File: config.mk
export PLATFORM = sky130hd
export DESIGN_NAME = fetch_stage
export DESIGN_NICKNAME = d
export VERILOG_FILES = /design/src/rtl/mips_pkg.sv /design/src/rtl/pc_next_sel.sv /design/src/rtl/fetch_stage.sv
export SDC_FILE = /design/constraint.sdc
export NUM_CORES = 1
export LEC_CHECK = 0
export CAP_MARGIN = 40
export CELL_PAD_IN_SITES_DETAIL_PLACEMENT = 1
export CELL_PAD_IN_SITES_GLOBAL_PLACEMENT = 1
export CORE_MARGIN = 5
export CORE_UTILIZATION = 31
export CTS_CLUSTER_DIAMETER = 60
export CTS_CLUSTER_SIZE = 10
export DETAILED_ROUTE_END_ITERATION = 10
export GPL_ROUTABILITY_DRIVEN = 0
export GPL_TIMING_DRIVEN = 0
export MAX_ROUTING_LAYER = met4
export PLACE_DENSITY = 0.74
export SLEW_MARGIN = 30
export SYNTH_ARGS = -nofsm -noshare
export SYNTH_HDL_FRONTEND = slang
export SYNTH_SLANG_ARGS = --single-unit
File: constraint.sdc
create_clock -name clk -period 3.55 [get_ports clk]
set_input_delay 0.355 -clock clk [delete_from_list [all_inputs] [get_ports clk]]
set_output_delay 0.355 -clock clk [all_outputs]
set_load 0.005 [all_outputs]
File: src/rtl/mips_pkg.sv
`default_nettype none
// ============================================================================
//  Module      : mips_pkg
//  Description : Shared constants and types for the MIPS fetch pipeline.
//  Revision    : 1.0 - initial release
// ============================================================================
package mips_pkg;

    localparam int          WORD_W     = 32;
    localparam logic [31:0] c_nop_word = 32'h0000_0000;

    // Primary opcode field values (instr[31:26])
    localparam logic [5:0]  c_op_rtype = 6'h00;
    localparam logic [5:0]  c_op_j     = 6'h02;
    localparam logic [5:0]  c_op_beq   = 6'h04;
    localparam logic [5:0]  c_op_lw    = 6'h23;
    localparam logic [5:0]  c_op_sw    = 6'h2B;

    // Fetch controller states
    typedef enum logic [1:0] {
        ST_BOOT = 2'd0,
        ST_RUN  = 2'd1,
        ST_HALT = 2'd2
    } fetch_state_e;

    // What the next-PC selector decided for this cycle
    typedef enum logic [1:0] {
        NPC_HOLD     = 2'd0,
        NPC_SEQ      = 2'd1,
        NPC_REDIRECT = 2'd2
    } npc_kind_e;

endpackage
`default_nettype wire

File: src/rtl/pc_next_sel.sv
`default_nettype none
// ============================================================================
//  Module      : pc_next_sel
//  Description : Combinational next-PC mux (branch > jump > stall > PC+4)
//                plus legality check of the selected address.
//  Revision    : 1.0 - initial release
// ============================================================================
module pc_next_sel
    import mips_pkg::*;
#(
    parameter int IMEM_WORDS = 32
) (
    input  logic [31:0] pc,
    input  logic [3:0]  pc_region,
    input  logic        branch_taken,
    input  logic [31:0] branch_target,
    input  logic        jump,
    input  logic [25:0] jump_index,
    input  logic        stall,
    output logic [31:0] next_pc,
    output logic [31:0] pc_plus4,
    output npc_kind_e   kind,
    output logic        illegal
);

    localparam logic [31:0] c_limit = 32'(IMEM_WORDS * 4);

    assign pc_plus4 = pc + 32'd4;

    // Priority select: the branch in EX is older than the jump in ID
    always_comb begin
        next_pc = pc;
        kind    = NPC_HOLD;
        if (branch_taken) begin
            next_pc = branch_target;
            kind    = NPC_REDIRECT;
        end else if (jump) begin
            next_pc = {pc_region, jump_index, 2'b00};
            kind    = NPC_REDIRECT;
        end else if (!stall) begin
            next_pc = pc_plus4;
            kind    = NPC_SEQ;
        end
    end

    // Only an address that is actually going to be loaded can fault
    assign illegal = (kind != NPC_HOLD) &&
                     ((next_pc[1:0] != 2'b00) || (next_pc >= c_limit));

endmodule
`default_nettype wire

File: src/rtl/fetch_stage.sv
`default_nettype none
// ============================================================================
//  Module      : fetch_stage
//  Description : MIPS instruction-fetch stage: PC register, IF/ID pipeline
//                register, BOOT/RUN/HALT control, sticky fault, fetch count.
//  Revision    : 1.0 - initial release
// ============================================================================
module fetch_stage
    import mips_pkg::*;
#(
    parameter logic [31:0] RESET_PC   = 32'h0000_0000,
    parameter int          IMEM_WORDS = 32,
    parameter logic [31:0] NOP_INSTR  = 32'h0000_0000
) (
    input  logic        clk,
    input  logic        rst,
    output logic [31:0] imem_addr,
    input  logic [31:0] imem_instr,
    input  logic        stall,
    input  logic        branch_taken,
    input  logic [31:0] branch_target,
    input  logic        jump,
    input  logic [25:0] jump_index,
    output logic [31:0] ifid_instr,
    output logic [31:0] ifid_pc4,
    output logic        ifid_valid,
    output logic        fault,
    output logic [31:0] fetch_count
);

    fetch_state_e r_state, w_state_nxt;
    logic [31:0]  r_pc, w_pc_nxt;
    logic [31:0]  r_ifid_instr, w_ifid_instr_nxt;
    logic [31:0]  r_ifid_pc4, w_ifid_pc4_nxt;
    logic         r_ifid_valid, w_ifid_valid_nxt;
    logic         r_fault, w_fault_nxt;
    logic [31:0]  r_fetch_count, w_fetch_count_nxt;

    logic [31:0]  w_sel_pc;
    logic [31:0]  w_pc_plus4;
    npc_kind_e    w_kind;
    logic         w_illegal;

    pc_next_sel #(
        .IMEM_WORDS (IMEM_WORDS)
    ) u_pc_next_sel (
        .pc            (r_pc),
        .pc_region     (r_ifid_pc4[31:28]),
        .branch_taken  (branch_taken),
        .branch_target (branch_target),
        .jump          (jump),
        .jump_index    (jump_index),
        .stall         (stall),
        .next_pc       (w_sel_pc),
        .pc_plus4      (w_pc_plus4),
        .kind          (w_kind),
        .illegal       (w_illegal)
    );

    // Next-state and datapath update decisions; everything holds by default
    always_comb begin
        w_state_nxt       = r_state;
        w_pc_nxt          = r_pc;
        w_ifid_instr_nxt  = r_ifid_instr;
        w_ifid_pc4_nxt    = r_ifid_pc4;
        w_ifid_valid_nxt  = r_ifid_valid;
        w_fault_nxt       = r_fault;
        w_fetch_count_nxt = r_fetch_count;
        case (r_state)
            ST_BOOT: begin
                w_state_nxt = ST_RUN;
            end
            ST_RUN: begin
                if (w_illegal) begin
                    w_fault_nxt      = 1'b1;
                    w_state_nxt      = ST_HALT;
                    w_ifid_instr_nxt = NOP_INSTR;
                    w_ifid_pc4_nxt   = 32'h0;
                    w_ifid_valid_nxt = 1'b0;
                end else begin
                    case (w_kind)
                        NPC_SEQ: begin
                            w_pc_nxt          = w_sel_pc;
                            w_ifid_instr_nxt  = imem_instr;
                            w_ifid_pc4_nxt    = w_pc_plus4;
                            w_ifid_valid_nxt  = 1'b1;
                            w_fetch_count_nxt = r_fetch_count + 32'd1;
                        end
                        NPC_REDIRECT: begin
                            w_pc_nxt         = w_sel_pc;
                            w_ifid_instr_nxt = NOP_INSTR;
                            w_ifid_pc4_nxt   = 32'h0;
                            w_ifid_valid_nxt = 1'b0;
                        end
                        default: ;
                    endcase
                end
            end
            ST_HALT: ;
            default: begin
                w_state_nxt = ST_HALT;
            end
        endcase
    end

    // State and pipeline registers; reset overrides everything
    always_ff @(posedge clk) begin
        if (rst) begin
            r_state       <= ST_BOOT;
            r_pc          <= RESET_PC;
            r_ifid_instr  <= NOP_INSTR;
            r_ifid_pc4    <= 32'h0;
            r_ifid_valid  <= 1'b0;
            r_fault       <= 1'b0;
            r_fetch_count <= 32'h0;
        end else begin
            r_state       <= w_state_nxt;
            r_pc          <= w_pc_nxt;
            r_ifid_instr  <= w_ifid_instr_nxt;
            r_ifid_pc4    <= w_ifid_pc4_nxt;
            r_ifid_valid  <= w_ifid_valid_nxt;
            r_fault       <= w_fault_nxt;
            r_fetch_count <= w_fetch_count_nxt;
        end
    end

    assign imem_addr   = r_pc;
    assign ifid_instr  = r_ifid_instr;
    assign ifid_pc4    = r_ifid_pc4;
    assign ifid_valid  = r_ifid_valid;
    assign fault       = r_fault;
    assign fetch_count = r_fetch_count;

endmodule
`default_nettype wire
## Word-level counts from Yosys, hierarchy flattened

Cells that the tools add are included.

- Bitwise operators: 2
- Magnitude comparators: 1
- Add/subtract/negate cells: 2
- Equal/unequal tests: 5
- Reductions and logical operators: 12
- Muxes and demuxes: 14

Operator list:

| operator | number |
|---|---|
| two-way mux 32 bit | 5 |
| case mux 32 bit (2 select lines) | 2 |
| adder 32 x 1 -> 32 bit, second input constant | 1 |
| adder 32 x 3 -> 32 bit, second input constant | 1 |
| greater-or-equal comparator 32 x 8 -> 1 bit, second input constant | 1 |
| two-way mux 2 bit | 3 |
| case mux 2 bit (3 select lines) | 1 |
| AND reduction 2 bit | 3 |
| AND reduction 3 bit | 2 |
| == test 2 x 1 -> 1 bit, second input constant | 2 |
| == test 2 bit, second input constant | 2 |
| nonzero test 2 bit | 2 |
| nonzero test 3 bit | 1 |
| zero test 2 bit | 1 |
| two-way mux 1 bit | 2 |
| != test 2 x 1 -> 1 bit, second input constant | 1 |
| NOT 1 bit | 2 |
| case mux 1 bit (2 select lines) | 1 |
| OR reduction 2 bit | 1 |
| logical AND 1 bit | 1 |
| logical OR 1 bit | 1 |

- Bits of input ports: 95
- Register bits: 132
- Output and inout bits: 130
- Word-level logic and storage cells: 43

## Logic depth before layout (Yosys ltp)

Gate-level depths: netlist of the first run.

- Word-level depth: 9
- Depth in mapped cells: 15
- Depth with buffers taken out: 11

## By module

Synthesis of the first run repeated with hierarchy kept, for this count alone.

- Cell total of the unflattened synthesis: 862
- Area total of the unflattened synthesis: 6,851.6 µm²

By module, submodules not included:

| module | cells each | times used | area an instance (µm²) | seq. area each (µm²) |
|---|---|---|---|---|
| fetch_stage | 559 | 1 | 4,924.7 | 2,642.5 |
| pc_next_sel | 303 | 1 | 1,926.8 | 0.0 |

## Worst setup path after synthesis of the first run

Ideal clock, no wire load.

- Path type: register to register
- Start point: reg r_pc[2] (netlist: imem_addr[2])
- End point: reg r_ifid_instr[23] (netlist: ifid_instr[23])
- Data arrival time: 3.698 ns
- Buffers on the path: 1
- Setup time: 0.060 ns
- Setup slack: -0.208 ns
- Required time: 3.490 ns
- Cell stages (with the launch flop): 12
- Cells stage by stage: dfxtp_1 > ha_1 > nand4b_1 > nor4_1 > xnor2_1 > o21ai_0 > or4_4 > or4_4 > o211a_4 > nor3_4 > buf_6 > a22o_1

- Longest elaborated chain between the ends: 9
- Elaborated cells on any way between the ends: 10

Ends and longest elaborated chain:

| what | line | text |
|---|---|---|
| start, declared | fetch_stage.sv:32 | `logic [31:0] r_pc, w_pc_nxt;` |
| start signal, assigned | fetch_stage.sv:118 | `r_pc <= w_pc_nxt;` |
| adder 32 x 3 -> 32 bit | pc_next_sel.sv:28 | `assign pc_plus4 = pc + 32'd4;` |
| two-way mux 32 bit * | pc_next_sel.sv:40 | `end else if (!stall) begin` |
| two-way mux 32 bit * | pc_next_sel.sv:37 | `end else if (jump) begin` |
| two-way mux 32 bit * | pc_next_sel.sv:34 | `if (branch_taken) begin` |
| greater-or-equal comparator 32 x 8 -> 1 bit * | pc_next_sel.sv:48 | `((next_pc[1:0] != 2'b00) \|\| (next_pc >= c_limit));` |
| logical OR 1 bit * | pc_next_sel.sv:48 |  |
| logical AND 1 bit * | pc_next_sel.sv:47 | `assign illegal = (kind != NPC_HOLD) &&` |
| nonzero test 3 bit (no line) | -- |  |
| AND reduction 2 bit (no line) | -- |  |
| end signal, assigned | fetch_stage.sv:119 | `r_ifid_instr <= w_ifid_instr_nxt;` |
| end, declared | fetch_stage.sv:33 | `logic [31:0] r_ifid_instr, w_ifid_instr_nxt;` |

Mark *: on every way between the ends. The rest lies on a longest branch, timed or not.
A chain may end at the register's enable or synchronous reset.

## Final worst setup path of the first run

- Start point: reg r_pc[17] (netlist: imem_addr[17])
- End point: reg r_ifid_instr[23] (netlist: ifid_instr[23])

The elaborated chain is that of the path after synthesis.

==> results of run 1 <==
timing repair:
| item | 4_1_cts | 5_1_grt |
|---|---|---|
| setup endpoints to repair | 132 | 124 |
| resized for setup | 96 | 68 |
| pin swaps | 21 | 42 |
| setup buffers | 38 | 20 |
| cloned | 1 | 4 |
cells by family (layout without fill, tap and decap cells):
kind of cell / Yosys count / count (layout)
flops: 132 / 132
other cells: 0 / 1
xor+xnor: 39 / 39
fa+ha+maj: 5 / 5
compound gates: 275 / 275
buf+inv: 109 / 422
simple gates: 296 / 296
mux: 10 / 10
routing by layer:
layer	GRT usage (%)	vias to the layer above	wire length, um
met2	41.00	374	17220
met3	4.592	62	2436
met5	-	-	0
met4	9.340	0	959
li1	-	3866	-
met1	30.69	4195	13970
worst max path at each step:
| stage | from | to | slack [ns] | cells past startpoint |
|---|---|---|---|---|
| 2_1_floorplan | imem_addr[2] | ifid_instr[23] | 0.003 | 11 |
| 3_3_place_gp | stall | ifid_pc4[19] | -1.67 | 13 |
| 3_5_place_dp | stall | ifid_pc4[19] | -1.71 | 13 |
| 4_1_cts | imem_addr[9] | fetch_count[18] | 0.02 | 12 |
| 5_1_grt | imem_addr[17] | ifid_pc4[10] | -0.21 | 14 |
| 6_report | imem_addr[17] | ifid_instr[23] | -0.10 | 14 |
through the flow:
| step | area (sq um) | worst slack (ns) | cells |
|---|---|---|---|
| floorplan | 7375 | 0.003238 | 866 |
| global placement | 9996 | -1.667 | 1407 |
| detailed placement | 9996 | -1.708 | 1407 |
| CTS | 11190 | 0.01670 | 1474 |
| global route | 11640 | -0.2103 | 1499 |
| finish | 11640 | -0.1047 | 1499 |
cell type report:
type / count / area (sq um)
fill: 2752 / 11760
multi-input combinational: 625 / 4513
timing repair buffer: 284 / 2788
sequential: 132 / 2680
buffer: 80 / 569.3
clock buffer: 18 / 439.2
tap: 319 / 399.1
clock inverter: 13 / 151.4
inverter: 27 / 101.3
antenna: 1 / 2.502
power by group:
group	total, mW	switching, mW	leakage [nW]	internal [mW]
combinational	0.584	0.302	2.80	0.282
clock	1.82	0.761	0.281	1.06
sequential	1.51	0.0159	1.07	1.49
sequential cells by signal, indices dropped and copies added, names as in the netlist:
register     cells
r_state          2
imem_addr       32
ifid_valid       1
ifid_instr      32
fault            1
fetch_count     32
ifid_pc4        32
synth_stat cells, types with 17 or more instances:
| cell type | instances | area (sq um) |
|---|---|---|
| a21oi_1 | 77 | 385.4 |
| nand2_1 | 63 | 236.5 |
| o21ai_0 | 32 | 160.2 |
| dfxtp_1 | 132 | 2643 |
| a22o_1 | 62 | 543.0 |
| clkbuf_1 | 41 | 153.9 |
| xor2_1 | 17 | 148.9 |
| nor2_1 | 44 | 165.2 |
| xnor2_1 | 22 | 192.7 |
| nand4_1 | 22 | 137.6 |
| buf_2 | 22 | 110.1 |
| nor3_1 | 17 | 85.08 |
| nand3_1 | 22 | 110.1 |
| o31ai_1 | 25 | 187.7 |
| or4_1 | 28 | 210.2 |
| inv_1 | 24 | 90.09 |
worst register-to-register path, cell delays in order (launching register included):
cell and delay (ns):
dfxtp_4 0.44, nand4_1 0.21, buf_4 0.20, nor4_4 0.35
buf_4 0.19, xnor2_2 0.12, o21ai_2 0.09, or4_4 0.44
or4_4 0.57, o211a_4 0.29, nor3_4 0.15, buf_6 0.13
buf_12 0.14, buf_8 0.15, a22o_1 0.15
==> key figures, run 1 <==
Route
  – Via density: 5.668
  – DR vias: 8497
  – Drt drc: 0
  – Drt total wl: 34590 um
  – WL/cell: 23.07 um
  – Drt pass-1 iters: 5
  – Antenna-violating nets left: 0
  – Initial DRC Count: 642

STA
  – Worst hold slack: 0.4701 ns
  – Clk_skew: 0.01011 ns
  – Final period util: 102.9%
  – Final min period: 3.655 ns
  – RSZ-0062 raised after global routing: yes
  – Slew Limit Fails: 0
  – Final setup fails: 62
  – Slew @ Worst Pin: 0.8997 ns
  – Final Hold Viols: 0
  – Worst Slack Setup Final: -0.1047 ns
  – Maximum clock rate: 273.6 MHz
  – Slew headroom: 39.56%
  – Fin Setup TNS: -4.521 ns

Final layout
  – Final nets: 1267
  – Final Util: 49.75%
  – Layout cells sized above 1: 19.93%
  – Most common cell after layout, fill and taps aside: clkdlybuf4s50_1
  – Area delta synth->final: 58.21%
  – Commonest non-fill, non-tap cells in the layout: clkdlybuf4s50_1 (220), dfxtp_1 (116), a21oi_1 (75), buf_4 (65), a22o_1 (62)

Worst setup path
  – CP top delay family: simple AND/OR/NAND/NOR gates
  – Worst path max stage delay: 0.57 ns
  – CP arrival: 4.03 ns
  – Setup Crit Path Kind: flip-flop to flip-flop
  – Worst reg2reg endpoint: ifid_instr[23]
  – Worst r2r src: imem_addr[17]
  – Slowest CP cell: or4_4
  – Startpoint type of the worst setup path: flip-flop
  – WP buf/inv: 5
  – Worst-path cell chain: nand4_1, buf_4, nor4_4, buf_4, xnor2_2, o21ai_2, or4_4, or4_4, o211a_4, nor3_4, buf_6, buf_12, buf_8, a22o_1
  – Max FO, Critical Path: 10
  – Req. time, crit path: 3.93 ns
  – Reg2reg setup slack: -0.10 ns
  – R2r worst-path depth: 14
  – Critical Path End Type: flip-flop

Synthesis
  – Mean cell area of the mapped netlist: 8.498 sq um
  – Post-Syn Instances: 866
  – Yosys reg bits: 132
  – Largest family of logic cells by synthesized area: compound AO/OA/AOI/OAI gates
  – Syn. warnings: 0
  – Distinct cells, synth: 76
  – Post-synthesis xor/xnor area fraction: 4.641%
  – Syn Nets: 966
  – Predominant post-synthesis flop cell: dfxtp_1
  – EDFF count, synth: 0
  – Fraction of the mapped netlist area in simple logic gates: 23.89%
  – Post-synthesis compound-gate area fraction: 26.15%
  – FFs w/ async S/R, synth: 0%
  – Seq/Total Area, Yosys: 35.91%
  – Cell area after synthesis: 7360 sq um
  – Adder-cell share of the synthesized area: 0.8501%
  – Post-synthesis mux area share: 1.394%

CTS
  – Cts bufs inserted: 17
  – Root Driver: clkbuf_16
  – CTS tree: yes
  – Clock Path Buffers: 2
  – Clk sinks: 132
  – H-tree depth: 4
  – Clock slew at reported path FFs: 0.07 ns
  – Clk_lat worst skew: 0.43 ns
  – Hold buffers post-CTS: 0

Worst hold path
  – Min-Delay Path Depth: 1
  – Worst Hold Class: flip-flop to flip-flop
  – Hold path endpoint: ifid_pc4[16]
  – Min-delay src: ifid_pc4[16]

Floorplanning
  – Die Span X: 164.1 um
  – Initial Util: 31.45%
  – Die area: 26920 sq um
  – IO Pins: 225
  – Row cnt: 56
  – Chip height: 164.1 um
  – Core area: 23400 sq um

Power
  – Leak: 4.156 nW
  – Total Power: 3.917 mW
  – Peak VDD IR: 246.0 uV
  – P per Cell Area: 336.4 nW/um^2

Run status
  – Violated checks: setup timing
  – Status: finished with violations

GRT
  – Initial antenna violation count: 1
  – Vias in the first global route: 8625
  – Tot GR Track Use: 24.99%
  – First-pass GRT wire length: 50190 um
  – Pin count of the biggest net entering global routing: 17
  – GR Overflow Total: 0

Place
  – # port buffers: 222
  – HPWL Detailed: 24410 um

Job
  – Max_cap viols: 0
No activity file was read; power rests on OpenSTA's default activity.
==> run 2, diff against run 1 <==
--- a/config.mk
+++ b/config.mk
@@ -6,7 +6,7 @@
 export NUM_CORES = 1
 export LEC_CHECK = 0
 export CAP_MARGIN = 40
-export CELL_PAD_IN_SITES_DETAIL_PLACEMENT = 1
+export CELL_PAD_IN_SITES_DETAIL_PLACEMENT = 0
 export CELL_PAD_IN_SITES_GLOBAL_PLACEMENT = 1
 export CORE_MARGIN = 5
 export CORE_UTILIZATION = 31
==> run 2 against run 1 <==
The flow still finishes with violations (setup timing). Hold slack worse by 0.0020 ns. Core utilization barely moved. Sequential cell count is the same. Total power decreased by 4.3%. Global-route usage shrank 1.5 points. Critical endpoint is now ifid_pc4[30].
==> key figures, run 2 (synthesized netlist as in run 1, its figures left out) <==
Run status
  – Status: finished with violations
  – Violated checks: setup timing

Final layout
  – Final nets: 1278 (+0.87%)
  – Layout cells sized above 1: 20.08% (+0.15 points)
  – Commonest non-fill, non-tap cells in the layout: clkdlybuf4s50_1 (220), dfxtp_1 (114), a21oi_1 (74), buf_4 (70), a22o_1 (62)
  – Area delta synth->final: 58.36% (about the same)
  – Most common cell after layout, fill and taps aside: clkdlybuf4s50_1
  – Final Util: 49.80% (about the same)

GRT
  – Initial antenna violation count: 1 (unchanged)
  – Vias in the first global route: 7943 (-7.9%)
  – Tot GR Track Use: 23.52% (-1.5 points)
  – First-pass GRT wire length: 47220 um (-5.9%)
  – Pin count of the biggest net entering global routing: 17 (unchanged)
  – GR Overflow Total: 0 (unchanged)

Worst setup path
  – WP buf/inv: 4 (-1)
  – Worst path max stage delay: 0.53 ns (-0.04 ns)
  – Max FO, Critical Path: 8 (-2)
  – Worst-path cell chain: ha_4, nand4b_1, nor4_4, buf_4, xnor2_1, o21ai_1, or4_4, or4_4, o211a_4, nor3_4, buf_6, buf_12, clkbuf_16, a22o_1
  – CP top delay family: simple AND/OR/NAND/NOR gates
  – Req. time, crit path: 3.93 ns (about the same)
  – CP most frequent cell: or4_4
  – Startpoint type of the worst setup path: flip-flop
  – Setup Crit Path Kind: flip-flop to flip-flop
  – Critical Path End Type: flip-flop
  – CP arrival: 3.95 ns (-0.08 ns)
  – Slowest CP cell: or4_4

Place
  – Dpl ws: -1.680 ns (+0.02884 ns)
  – # port buffers: 222 (unchanged)
  – HPWL Detailed: 23020 um (-5.7%)

STA
  – Final setup fails: 18 (-71%)
  – Clk_skew: 0.01088 ns (+0.0007681 ns)
  – Maximum clock rate: 279.6 MHz (+2.2%)
  – Final min period: 3.577 ns (-0.07757 ns)
  – Slew Limit Fails: 0 (unchanged)
  – RSZ-0062 raised after global routing: yes
  – Worst hold slack: 0.4681 ns (-0.001982 ns)
  – Slew headroom: 45.95% (+6.4 points)
  – Worst Slack Setup Final: -0.02712 ns (+0.07757 ns)
  – Final Hold Viols: 0 (unchanged)
  – Slew @ Worst Pin: 0.8046 ns (-0.09518 ns)
  – Final period util: 100.8% (-2.2 points)

Route
  – DR vias: 8328 (-2.0%)
  – Drt total wl: 32020 um (-7.4%)
  – Antenna-violating nets left: 0 (unchanged)
  – Drt drc: 0 (unchanged)
  – Drt pass-1 iters: 5 (unchanged)
  – Initial DRC Count: 680 (+5.9%)
  – Via density: 5.515 (-2.7%)
  – WL/cell: 21.21 um (-8.1%)

CTS
  – Root Driver: clkbuf_16
  – Clk sinks: 132 (unchanged)
  – CTS tree: yes
  – Clk_lat worst skew: 0.43 ns (about the same)
  – Cts bufs inserted: 17 (unchanged)
  – Hold buffers post-CTS: 0 (unchanged)
  – H-tree depth: 4 (unchanged)
  – Clock slew at reported path FFs: 0.07 ns (about the same)
  – Clock Path Buffers: 2 (unchanged)

Power
  – P per Cell Area: 321.6 nW/um^2 (-4.4%)
  – Leak: 4.201 nW (+1.1%)
  – Total Power: 3.748 mW (-4.3%)
  – Peak VDD IR: 231.0 uV (-6.1%)

Floorplanning
  – Core area: 23400 sq um (unchanged)
  – Die Span X: 164.1 um (unchanged)
  – IO Pins: 225 (unchanged)
  – Die area: 26920 sq um (unchanged)
  – Chip height: 164.1 um (unchanged)
  – Initial Util: 31.45% (unchanged)
  – Row cnt: 56 (unchanged)

Worst hold path
  – Worst Hold Class: flip-flop to flip-flop

Job
  – Max_cap viols: 0 (unchanged)
## run 2: power by group
group	internal [mW]	switching [mW]	total (mW)
Clock	0.896	0.755	1.65
Sequential	1.49	0.0152	1.51
Combinational	0.293	0.295	0.588
## run 2: worst paths after layout
check | start | endpoint | slack (ns) | depth (start not counted)
setup / recovery | imem_addr[3] | ifid_pc4[30] | -0.03 | 14
hold / removal | ifid_valid | ifid_valid | 0.47 | 2
setup reg to reg | imem_addr[3] | ifid_pc4[30] | -0.03 | 14
hold reg to reg | ifid_valid | ifid_valid | 0.47 | 2
## run 2: tightest hold or removal path, delay by kind of cell (launching register included)
family	cells	cell delay, ns
AO/OA/AOI/OAI	1	0.06
buffers and inverters	1	0.05
flip-flops	1	0.31
## run 2: routing by layer
layer / share of wire (%) / wire length, um / vias up / global-route usage (%)
met1: 43 / 13840 / 4023 / 30.27
met5: 0 / 0 / - / -
met3: 6.5 / 2066 / 59 / 3.940
li1: - / - / 3899 / -
met4: 2.3 / 724 / 0 / 8.082
met2: 48 / 15390 / 347 / 37.54
## run 2: per-stage QoR
step / instance area, sq um / std cells / setup TNS [ns]
finish: 11650 / 1510 / -0.2009
global route: 11650 / 1510 / -1.975
CTS: 11200 / 1485 / 0
detailed placement: 9996 / 1407 / -179.97
global placement: 9996 / 1407 / -179.80
floorplan: 7375 / 866 / 0
## run 2: cell type report
type / count / area [sq um]
diodes: 1 / 2.502
repair buffers: 295 / 2904
plain buffers: 80 / 565.5
clock inverters: 14 / 107.6
clock buffers: 17 / 425.4
flip-flops and latches: 132 / 2685
well taps: 319 / 399.1
inverters: 27 / 101.3
multi-input cells: 625 / 4464
fillers: 2267 / 11750
## run 2: what timing repair did
item	4_1_cts	5_1_grt
buffers inserted	47	19
resized for setup	94	58
cloned	2	5
setup endpoints to repair	132	126
pin swaps	19	57
